File: config.mk
export PLATFORM = sky130hd
export DESIGN_NAME = reset_sequencer
export DESIGN_NICKNAME = d
export VERILOG_FILES = /design/src/rtl/reset_sequencer.sv
export SDC_FILE = /design/constraint.sdc
export NUM_CORES = 1
export LEC_CHECK = 0
export CAP_MARGIN = 15
export CORE_ASPECT_RATIO = 0.7
export CORE_MARGIN = 4
export CORE_UTILIZATION = 55
export CTS_CLUSTER_DIAMETER = 100
export DETAILED_ROUTE_END_ITERATION = 8
export PLACE_DENSITY_LB_ADDON = 0.1
export SLEW_MARGIN = 25
export SYNTH_ARGS = -nofsm -noshare
export SYNTH_HDL_FRONTEND = slang
export SYNTH_SLANG_ARGS = --single-unit
File: constraint.sdc
create_clock -name clk_i -period 2.56 [get_ports clk_i]
set_input_delay 0.512 -clock clk_i [delete_from_list [all_inputs] [get_ports clk_i]]
set_output_delay 0.512 -clock clk_i [all_outputs]
set_load 0.02 [all_outputs]
File: src/rtl/reset_sequencer.sv
// reset_sequencer: orders clock lock, DDR calibration, peripheral and core reset release
// Revision: 1.0
`default_nettype none

module reset_sequencer #(
  parameter int unsigned HoldCycles   = 64,
  parameter int unsigned CoreDelay    = 16,
  parameter int unsigned NdmMinCycles = 8,
  parameter int unsigned CalibTimeout = 2**20
) (
  input  logic       clk_i,
  input  logic       rst_ni,
  input  logic       locked_i,
  input  logic       calib_done_i,
  input  logic       ndmreset_ni,
  output logic       rst_periph_no,
  output logic       rst_core_no,
  output logic       ready_o,
  output logic       calib_timeout_o,
  output logic [2:0] state_o
);

  localparam int unsigned CNT_W = (CalibTimeout > 32'd65536) ? 24 : 16;
  localparam logic [CNT_W-1:0] HOLD_LAST  = CNT_W'(HoldCycles - 1);
  localparam logic [CNT_W-1:0] CORE_LAST  = CNT_W'(CoreDelay - 1);
  localparam logic [CNT_W-1:0] NDM_LAST   = CNT_W'(NdmMinCycles - 1);
  localparam logic [CNT_W-1:0] CALIB_LAST = CNT_W'(CalibTimeout - 1);
  localparam logic [CNT_W-1:0] CNT_MAX    = '1;

  typedef enum logic [2:0] {
    WAIT_LOCK  = 3'd0,
    WAIT_CALIB = 3'd1,
    HOLD       = 3'd2,
    PERIPH     = 3'd3,
    RUN        = 3'd4,
    NDM        = 3'd5
  } state_t;

  state_t           state;
  state_t           state_nxt;
  logic [CNT_W-1:0] cnt;
  logic             locked_m;
  logic             locked_s;
  logic             calib_m;
  logic             calib_s;
  logic             counting;
  logic             calib_needed;

  always_ff @(posedge clk_i or negedge rst_ni) begin
    if (!rst_ni) begin
      locked_m <= 1'b0;
      locked_s <= 1'b0;
      calib_m  <= 1'b0;
      calib_s  <= 1'b0;
    end else begin
      locked_m <= locked_i;
      locked_s <= locked_m;
      calib_m  <= calib_done_i;
      calib_s  <= calib_m;
    end
  end

  always_comb begin
    counting     = (state == WAIT_CALIB) || (state == HOLD) ||
                   (state == PERIPH) || (state == NDM);
    calib_needed = (state == HOLD) || (state == PERIPH) ||
                   (state == RUN) || (state == NDM);
  end

  // Abort conditions are tested first so they always win over normal progress.
  always_comb begin
    state_nxt = state;
    if (state != WAIT_LOCK && !locked_s) begin
      state_nxt = WAIT_LOCK;
    end else if (calib_needed && !calib_s) begin
      state_nxt = WAIT_CALIB;
    end else begin
      case (state)
        WAIT_LOCK:  if (locked_s) state_nxt = WAIT_CALIB;
        WAIT_CALIB: if (calib_s) state_nxt = HOLD;
        HOLD:       if (cnt == HOLD_LAST) state_nxt = PERIPH;
        PERIPH:     if (cnt == CORE_LAST) state_nxt = RUN;
        RUN:        if (!ndmreset_ni) state_nxt = NDM;
        NDM:        if (cnt >= NDM_LAST && ndmreset_ni) state_nxt = RUN;
        default:    state_nxt = WAIT_LOCK;
      endcase
    end
  end

  // Outputs are registered from the next state so they change with the state flop.
  always_ff @(posedge clk_i or negedge rst_ni) begin
    if (!rst_ni) begin
      state           <= WAIT_LOCK;
      cnt             <= '0;
      rst_periph_no   <= 1'b0;
      rst_core_no     <= 1'b0;
      ready_o         <= 1'b0;
      calib_timeout_o <= 1'b0;
    end else begin
      state <= state_nxt;
      if (state_nxt != state) begin
        cnt <= '0;
      end else if (counting && cnt != CNT_MAX) begin
        cnt <= cnt + 1'b1;
      end
      if (state == WAIT_CALIB && cnt == CALIB_LAST) begin
        calib_timeout_o <= 1'b1;
      end
      rst_periph_no <= (state_nxt == PERIPH) || (state_nxt == RUN) || (state_nxt == NDM);
      rst_core_no   <= (state_nxt == RUN);
      ready_o       <= (state_nxt == RUN);
    end
  end

  assign state_o = state;

endmodule

`default_nettype wire
==> impl_results.html, run 1 <==
<table>
<tr><th>Metric</th><th>Value</th></tr>
<tr><th colspan="2">Outcome</th></tr>
<tr><td>Status</td><td>completed</td></tr>
<tr><th colspan="2">Timing</th></tr>
<tr><td>Clk_skew</td><td>7.88 ps</td></tr>
<tr><td>Number of pins with negative max-slew slack in the final report</td><td>0</td></tr>
<tr><td>Total Neg Setup Slack</td><td>0 ps</td></tr>
<tr><td>Max-slew headroom at the worst pin</td><td>57.5%</td></tr>
<tr><td>F_max</td><td>431 MHz</td></tr>
<tr><td>RSZ-0062 raised after global routing</td><td>no</td></tr>
<tr><td>Final clock period utilization by the worst path</td><td>90.6%</td></tr>
<tr><td>Min Tclk post-route</td><td>2320 ps</td></tr>
<tr><td>Slew at the pin closest to its max-slew limit</td><td>635 ps</td></tr>
<tr><td>Finish-stage setup viols</td><td>0</td></tr>
<tr><td>Final hold violation count</td><td>0</td></tr>
<tr><th colspan="2">Clock tree</th></tr>
<tr><td>Clk Tree Root Cell</td><td>clkbuf_8</td></tr>
<tr><td>Post-CTS setup buffers</td><td>0</td></tr>
<tr><td>Cts hold-fix bufs</td><td>0</td></tr>
<tr><td>Total CTS buffers</td><td>5</td></tr>
<tr><td>Clock-pin transition on the worst setup and hold timing paths</td><td>70 ps</td></tr>
<tr><td>Clock Sinks</td><td>34</td></tr>
<tr><td>Maximum clock path buffer count</td><td>2</td></tr>
<tr><td># resized after CTS</td><td>0</td></tr>
<tr><td>Number of levels in the clock H-tree</td><td>2</td></tr>
<tr><td>TritonCTS clock tree</td><td>done</td></tr>
<tr><td>Clock latency of the later-clocked register in the worst-skew pair</td><td>290 ps</td></tr>
<tr><th colspan="2">Synthesis</th></tr>
<tr><td>Top FF cell, synth</td><td>dfrtp_1</td></tr>
<tr><td>Mapped Area</td><td>0.00198 mm^2</td></tr>
<tr><td>Post-synthesis sequential area ratio</td><td>43.0%</td></tr>
<tr><td>Mean instance size in the synthesized netlist</td><td>9.66 um^2</td></tr>
<tr><td>Share of async-settable or async-resettable flops after synthesis</td><td>100%</td></tr>
<tr><td>Synth top area cells</td><td>dfrtp_1 (43%), xnor2_1 (4.4%), nand4_1 (3.2%)</td></tr>
<tr><td>Share of Yosys cell area claimed by the top area cell type</td><td>43.0%</td></tr>
<tr><td>Mapped Nets</td><td>211</td></tr>
<tr><td>Number of synthesized register bits</td><td>34</td></tr>
<tr><td>Most area-hungry cell type in the Yosys netlist</td><td>dfrtp_1</td></tr>
<tr><td>Number of instances in the synthesized netlist</td><td>205</td></tr>
<tr><td>Number of different library cells in the post-synthesis netlist</td><td>48</td></tr>
<tr><td>Number of enable flip-flop cells after synthesis</td><td>0</td></tr>
<tr><td>Syn. warnings</td><td>0</td></tr>
<tr><th colspan="2">Hold path</th></tr>
<tr><td>Path type of the worst min-delay path</td><td>reg2reg</td></tr>
<tr><th colspan="2">Detailed routing</th></tr>
<tr><td>Routed Wire Length</td><td>4610 um</td></tr>
<tr><td>Via-per-instance ratio</td><td>6.25</td></tr>
<tr><td>Number of nets with antenna violations after detailed routing</td><td>0</td></tr>
<tr><td>Vias after detailed routing</td><td>1707</td></tr>
<tr><td>Final routed wire length divided by cell count</td><td>16.9 um</td></tr>
<tr><td>Initial DRC Count</td><td>181</td></tr>
<tr><td>TritonRoute pass-1 iters</td><td>7</td></tr>
<tr><td>Drt drc</td><td>0</td></tr>
<tr><th colspan="2">Placement</th></tr>
<tr><td>Number of port buffers</td><td>11</td></tr>
<tr><td>Last weighted congestion value of the routability-driven placer</td><td>0.947</td></tr>
<tr><td>Placement Cell Area</td><td>0.00218 mm^2</td></tr>
<tr><td>HPWL after detailed placement</td><td>3460 um</td></tr>
<tr><th colspan="2">Floorplanning</th></tr>
<tr><td>Starting Density</td><td>60.1%</td></tr>
<tr><td>Core Rows</td><td>17</td></tr>
<tr><td>Width of the chip</td><td>79.7 um</td></tr>
<tr><td>Number of top-level pins</td><td>12</td></tr>
<tr><td>Y dimension of the die</td><td>58.2 um</td></tr>
<tr><td>DIE AREA</td><td>0.00464 mm^2</td></tr>
<tr><td>Core Footprint</td><td>0.00330 mm^2</td></tr>
<tr><th colspan="2">Final layout</th></tr>
<tr><td>Ratio of cells with drive above 1 in the final layout</td><td>15.0%</td></tr>
<tr><td>Post-layout net count</td><td>231</td></tr>
<tr><td>Area occupied by multi-input gates</td><td>0.00106 mm^2</td></tr>
<tr><td>Filler cell count</td><td>262</td></tr>
<tr><td>Finished layout cell area</td><td>0.00227 mm^2</td></tr>
<tr><td>Ant. Diodes</td><td>0</td></tr>
<tr><td>Most common library cell in the layout ignoring fill and taps</td><td>dfrtp_1</td></tr>
<tr><td>Most frequent cells in the layout</td><td>dfrtp_1 (34), nand2_1 (14), nor3_1 (12)</td></tr>
<tr><td>Sequential cell area in the final layout</td><td>851 um^2</td></tr>
<tr><td>Syn-to-layout area delta</td><td>14.5%</td></tr>
<tr><th colspan="2">Global routing</th></tr>
<tr><td>First-pass GRT wire length</td><td>7850 um</td></tr>
<tr><td>Total global routing overflow</td><td>0</td></tr>
<tr><td>Pin count of the biggest net entering global routing</td><td>35</td></tr>
<tr><td>Combined global-route utilization of all metal layers</td><td>22.8%</td></tr>
<tr><td>Number of global-route vias before repair</td><td>1618</td></tr>
<tr><td>Antenna violations before repair</td><td>0</td></tr>
<tr><th colspan="2">Power</th></tr>
<tr><td>Worst voltage drop across the vdd grid</td><td>0.000356 V</td></tr>
<tr><td>Static leakage</td><td>0.852 nW</td></tr>
<tr><td>Total power per unit cell area</td><td>481 mW/mm^2</td></tr>
<tr><th colspan="2">Setup path</th></tr>
<tr><td>Sort of element at the end of the critical path</td><td>flip-flop</td></tr>
<tr><td>Data required, critical path</td><td>2780 ps</td></tr>
<tr><td>Critical path start-end classification</td><td>reg2reg</td></tr>
<tr><td>Maximum fanout encountered on the critical timing path</td><td>9</td></tr>
<tr><td>Arrival time worst endpoint</td><td>2540 ps</td></tr>
<tr><td>Type of origin of the critical path</td><td>flip-flop</td></tr>
<tr><th colspan="2">Flow run</th></tr>
<tr><td>Max-cap violations</td><td>0</td></tr>
</table>
## sequential cells by signal, indices dropped and copies added, names as in the netlist
name,flops
ready_o,1
calib_m,1
calib_timeout_o,1
locked_s,1
rst_periph_no,1
locked_m,1
cnt,24
calib_s,1
state_o,3
## cells in the mapped netlist, types with 3 or more instances
cell and number:
or4_1 4, inv_1 5, nand2_1 14, a2111oi_0 3, nand4_1 10, nor2_1 8
nand3_1 7, dfrtp_1 34, clkbuf_1 5, nor2_2 8, or3_1 9, xor2_1 4
xnor2_1 10, nor3_1 12, o21ai_0 8, a211oi_1 4, nor4_1 7, o211ai_1 5
a21oi_1 10
## worst paths after layout
| kind | startpoint | slack (ps) | cells past startpoint | endpoint |
|---|---|---|---|---|
| max in group asynchronous | rst_ni | 1620 | 2 | calib_s |
| worst max register to register | cnt[10] | 240 | 5 | cnt[16] |
| worst min register to register | calib_m | 350 | 0 | calib_s |
| min in group asynchronous | rst_ni | 620 | 2 | cnt[13] |
| worst min-delay path | calib_m | 350 | 0 | calib_s |
| worst max-delay path | cnt[10] | 240 | 5 | cnt[16] |
## critical path, stage by stage (launching register included)
cell and delay (ps):
dfrtp_1 470, nand4_1 300, or3_1 560, o211ai_1 570
o21ai_0 200, a21oi_2 150
## metal layers
layer / share of wire, % / vias up / GRT usage, %
met5: 0 / - / 0
met4: 1.9 / 0 / 9.31
met3: 7.1 / 8 / 7.14
met2: 41 / 64 / 30.6
met1: 50 / 818 / 33.9
li1: - / 817 / -
## area by class of cell
type	instances	share of cell area [%]
Sequential cell	34	37.5
Clock buffer	7	3.81
Tap cell	47	2.59
Multi-Input combinational cell	158	46.9
Clock inverter	1	0.221
Timing Repair Buffer	21	8.17
Inverter	5	0.828
## where the power goes
part	total (mW)	switching [mW]	internal (mW)
Sequential	0.563	0.0122	0.550
Clock	0.402	0.186	0.217
Combinational	0.125	0.0778	0.0470
Total	1.09	0.276	0.814
## cells by family (layout without fill, tap and decap cells)
group	Yosys count	after routing	synth area share, %
flops	34	34	43.0
compound gates	47	47	18.7
simple gates	95	95	27.6
buf+inv	13	34	3.41
xor+xnor	14	14	6.19
fa+ha+maj	1	1	0.632
mux	1	1	0.505
## per-stage QoR
stage / util (%) / instances / hold slack (ps) / power, mW / setup WS (ps)
global route: 68.8 / 273 / 368 / 1.14 / 72.0
CTS: 68.8 / 273 / 351 / 1.10 / 257
floorplan: - / 205 / 216 / 0.648 / 359
finish: 68.8 / 273 / 348 / 1.09 / 240
detailed placement: 66.0 / 265 / 336 / 0.697 / 267
global placement: 66.0 / 265 / 335 / 0.692 / 337
(Power assumes the default switching activity.)
==> inputs of run 2 (changes only) <==
--- a/config.mk
+++ b/config.mk
@@ -6,7 +6,7 @@
 export NUM_CORES = 1
 export LEC_CHECK = 0
 export CAP_MARGIN = 15
-export CORE_ASPECT_RATIO = 0.7
+export CORE_ASPECT_RATIO = 1.4
 export CORE_MARGIN = 4
 export CORE_UTILIZATION = 55
 export CTS_CLUSTER_DIAMETER = 100
==> run 2 against run 1 <==
  * Utilization is 0.73 points lower
  * Global-route usage is 2.3 points higher
  * Register-to-register slack worse by 60 ps
  * Setup slack worse by 63 ps
  * Flip-flop and latch count stayed put
  * Clock skew is 1.6 ps lower
  * Power is 18% higher
  * Critical endpoint is now cnt[17]
==> impl_results.html, run 2 (synthesis results as in run 1) <==
<table>
<tr><th>Metric</th><th>Value</th></tr>
<tr><th colspan="2">Power</th></tr>
<tr><td>Reg power frac</td><td>43.8%</td></tr>
<tr><td>Worst voltage drop across the vdd grid</td><td>0.000583 V</td></tr>
<tr><td>Switching power total</td><td>0.302 mW</td></tr>
<tr><td>Switch share</td><td>23.5%</td></tr>
<tr><td>Combinational fraction of design power</td><td>9.6%</td></tr>
<tr><td>Total power of the final layout</td><td>1.29 mW</td></tr>
<tr><td>Total power per unit cell area</td><td>555 mW/mm^2</td></tr>
<tr><td>Static leakage</td><td>0.882 nW</td></tr>
<tr><td>Clock share of power</td><td>46.6%</td></tr>
<tr><td>Internal power component</td><td>0.986 mW</td></tr>
<tr><th colspan="2">Setup path</th></tr>
<tr><td>Sort of element at the end of the critical path</td><td>flip-flop</td></tr>
<tr><td>Slowest stage cell on the critical path</td><td>a2111oi_0</td></tr>
<tr><td>Data required, critical path</td><td>2720 ps</td></tr>
<tr><td>Largest stage delay, worst path</td><td>590 ps</td></tr>
<tr><td>Critical path start-end classification</td><td>reg2reg</td></tr>
<tr><td>Arrival time worst endpoint</td><td>2540 ps</td></tr>
<tr><td>Type of origin of the critical path</td><td>flip-flop</td></tr>
<tr><td>Maximum fanout encountered on the critical timing path</td><td>6</td></tr>
<tr><td>Most common cell type on the critical path</td><td>buf_4</td></tr>
<tr><td>Critical Path, Cell by Cell</td><td>ha_1 -&gt; nand3_1 -&gt; nor4_2 -&gt; buf_4 -&gt; a2111oi_0 -&gt; buf_4 -&gt; xnor2_1 -&gt; nor3_1</td></tr>
<tr><th colspan="2">Timing</th></tr>
<tr><td>Number of pins with negative max-slew slack in the final report</td><td>0</td></tr>
<tr><td>Max-slew headroom at the worst pin</td><td>58.8%</td></tr>
<tr><td>Slew at the pin closest to its max-slew limit</td><td>602 ps</td></tr>
<tr><td>Finish-stage setup viols</td><td>0</td></tr>
<tr><td>Final hold violation count</td><td>0</td></tr>
<tr><td>F_max</td><td>420 MHz</td></tr>
<tr><td>Final clock period utilization by the worst path</td><td>93.1%</td></tr>
<tr><td>Total Neg Setup Slack</td><td>0 ps</td></tr>
<tr><td>Min Tclk post-route</td><td>2380 ps</td></tr>
<tr><td>Clk_skew</td><td>6.30 ps</td></tr>
<tr><td>RSZ-0062 raised after global routing</td><td>no</td></tr>
<tr><th colspan="2">Clock tree</th></tr>
<tr><td>Clk Tree Root Cell</td><td>clkbuf_8</td></tr>
<tr><td>Total CTS buffers</td><td>5</td></tr>
<tr><td>Clock latency of the later-clocked register in the worst-skew pair</td><td>290 ps</td></tr>
<tr><td>Maximum clock path buffer count</td><td>2</td></tr>
<tr><td>TritonCTS clock tree</td><td>done</td></tr>
<tr><td>Clock-pin transition on the worst setup and hold timing paths</td><td>80 ps</td></tr>
<tr><td># resized after CTS</td><td>0</td></tr>
<tr><td>Clock Sinks</td><td>34</td></tr>
<tr><td>Cts hold-fix bufs</td><td>0</td></tr>
<tr><td>Post-CTS setup buffers</td><td>0</td></tr>
<tr><td>Number of levels in the clock H-tree</td><td>2</td></tr>
<tr><th colspan="2">Final layout</th></tr>
<tr><td>Ant. Diodes</td><td>0</td></tr>
<tr><td>Register ranked first by flip-flop count</td><td>cnt</td></tr>
<tr><td>Most frequent cells in the layout</td><td>dfrtp_1 (34), nand2_1 (14), nor3_1 (12), buf_4 (12), clkdlybuf4s50_1 (11)</td></tr>
<tr><td>Number of flip-flops under the largest register name</td><td>24</td></tr>
<tr><td>Syn-to-layout area delta</td><td>17.1%</td></tr>
<tr><td>Area occupied by multi-input gates</td><td>0.00106 mm^2</td></tr>
<tr><td>Filler cell count</td><td>262</td></tr>
<tr><td>Most common library cell in the layout ignoring fill and taps</td><td>dfrtp_1</td></tr>
<tr><td>Sequential cell area in the final layout</td><td>851 um^2</td></tr>
<tr><td>Post-layout net count</td><td>233</td></tr>
<tr><td>Ratio of cells with drive above 1 in the final layout</td><td>16.2%</td></tr>
<tr><th colspan="2">Detailed routing</th></tr>
<tr><td>Via-per-instance ratio</td><td>6.76</td></tr>
<tr><td>Routed wire length on met3</td><td>300 um</td></tr>
<tr><td>DR top layer</td><td>met4</td></tr>
<tr><td>Met2 layer wire length in the routed design</td><td>2790 um</td></tr>
<tr><td>Routed Wire Length</td><td>5240 um</td></tr>
<tr><td>TritonRoute pass-1 iters</td><td>4</td></tr>
<tr><td>Initial DRC Count</td><td>96</td></tr>
<tr><td>Drt drc</td><td>0</td></tr>
<tr><td>Number of nets with antenna violations after detailed routing</td><td>0</td></tr>
<tr><td>Met1 WL</td><td>1880 um</td></tr>
<tr><td>Vias after detailed routing</td><td>1811</td></tr>
<tr><td>Final routed wire length divided by cell count</td><td>19.6 um</td></tr>
<tr><th colspan="2">Floorplanning</th></tr>
<tr><td>Core Footprint</td><td>0.00341 mm^2</td></tr>
<tr><td>DIE AREA</td><td>0.00464 mm^2</td></tr>
<tr><td>Number of top-level pins</td><td>12</td></tr>
<tr><td>Starting Density</td><td>58.1%</td></tr>
<tr><td>Width of the chip</td><td>58.7 um</td></tr>
<tr><td>Core Rows</td><td>25</td></tr>
<tr><td>Y dimension of the die</td><td>79.0 um</td></tr>
<tr><th colspan="2">Global routing</th></tr>
<tr><td>Combined global-route utilization of all metal layers</td><td>25.1%</td></tr>
<tr><td>Total global routing overflow</td><td>0</td></tr>
<tr><td>First-pass GRT wire length</td><td>8770 um</td></tr>
<tr><td>Antenna violations before repair</td><td>0</td></tr>
<tr><td>Number of global-route vias before repair</td><td>1909</td></tr>
<tr><td>Pin count of the biggest net entering global routing</td><td>35</td></tr>
<tr><th colspan="2">Hold path</th></tr>
<tr><td>Path type of the worst min-delay path</td><td>reg2reg</td></tr>
<tr><th colspan="2">Outcome</th></tr>
<tr><td>Status</td><td>completed</td></tr>
<tr><th colspan="2">Placement</th></tr>
<tr><td>Last weighted congestion value of the routability-driven placer</td><td>1.04</td></tr>
<tr><td>Number of port buffers</td><td>11</td></tr>
<tr><td>HPWL after detailed placement</td><td>3720 um</td></tr>
<tr><th colspan="2">Flow run</th></tr>
<tr><td>Max-cap violations</td><td>0</td></tr>
</table>
## run 2: worst paths after layout
path / from / to / slack [ps] / cells past startpoint
min in group asynchronous: rst_ni / calib_s / 620 / 2
min: calib_m / calib_s / 350 / 0
max: cnt[0] / cnt[17] / 180 / 8
max reg2reg: cnt[0] / cnt[17] / 180 / 8
max in group asynchronous: rst_ni / cnt[5] / 1620 / 2
min reg2reg: calib_m / calib_s / 350 / 0
## run 2: power groups by stage
stage	clock network [mW]	logic [mW]	registers (mW)
6_report	0.600	0.123	0.564
5_1_grt	0.638	0.133	0.567
4_1_cts	0.606	0.123	0.564
3_5_place_dp	0	0.123	0.574
3_3_place_gp	0	0.117	0.573
2_1_floorplan	0	0.0754	0.572
## run 2: critical path, delay by kind of cell (launching register included)
kind,cells,cell delay [ps]
compound gates,1,590
simple gates,3,450
buf+inv,2,410
xor+xnor,1,110
flops,1,420
fa+ha+maj,1,260
## run 2: through the flow
step	instance area [um^2]	worst slack, ps	hold WS, ps	cells	util, %
2_1_floorplan	1980	359	216	205	-
3_3_place_gp	2180	311	337	260	64.0
3_5_place_dp	2180	242	337	260	64.0
4_1_cts	2320	185	355	268	68.0
5_1_grt	2320	38.1	370	268	68.0
6_report	2320	177	353	268	68.0
## run 2: cell type report
cell class              count  area share (%)
clock buffers               5            2.97
clock inverters             3            2.97
inverters                   5           0.809
multi-input cells         158            45.8
flip-flops and latches     34            36.7
well taps                  40            2.16
repair buffers             23            8.63
## run 2: per-layer routing
layer	vias to the layer above	track usage, %
li1	821	-
met1	883	26.7
met2	78	42.6
met3	29	5.53
met4	0	17.7
met5	-	0
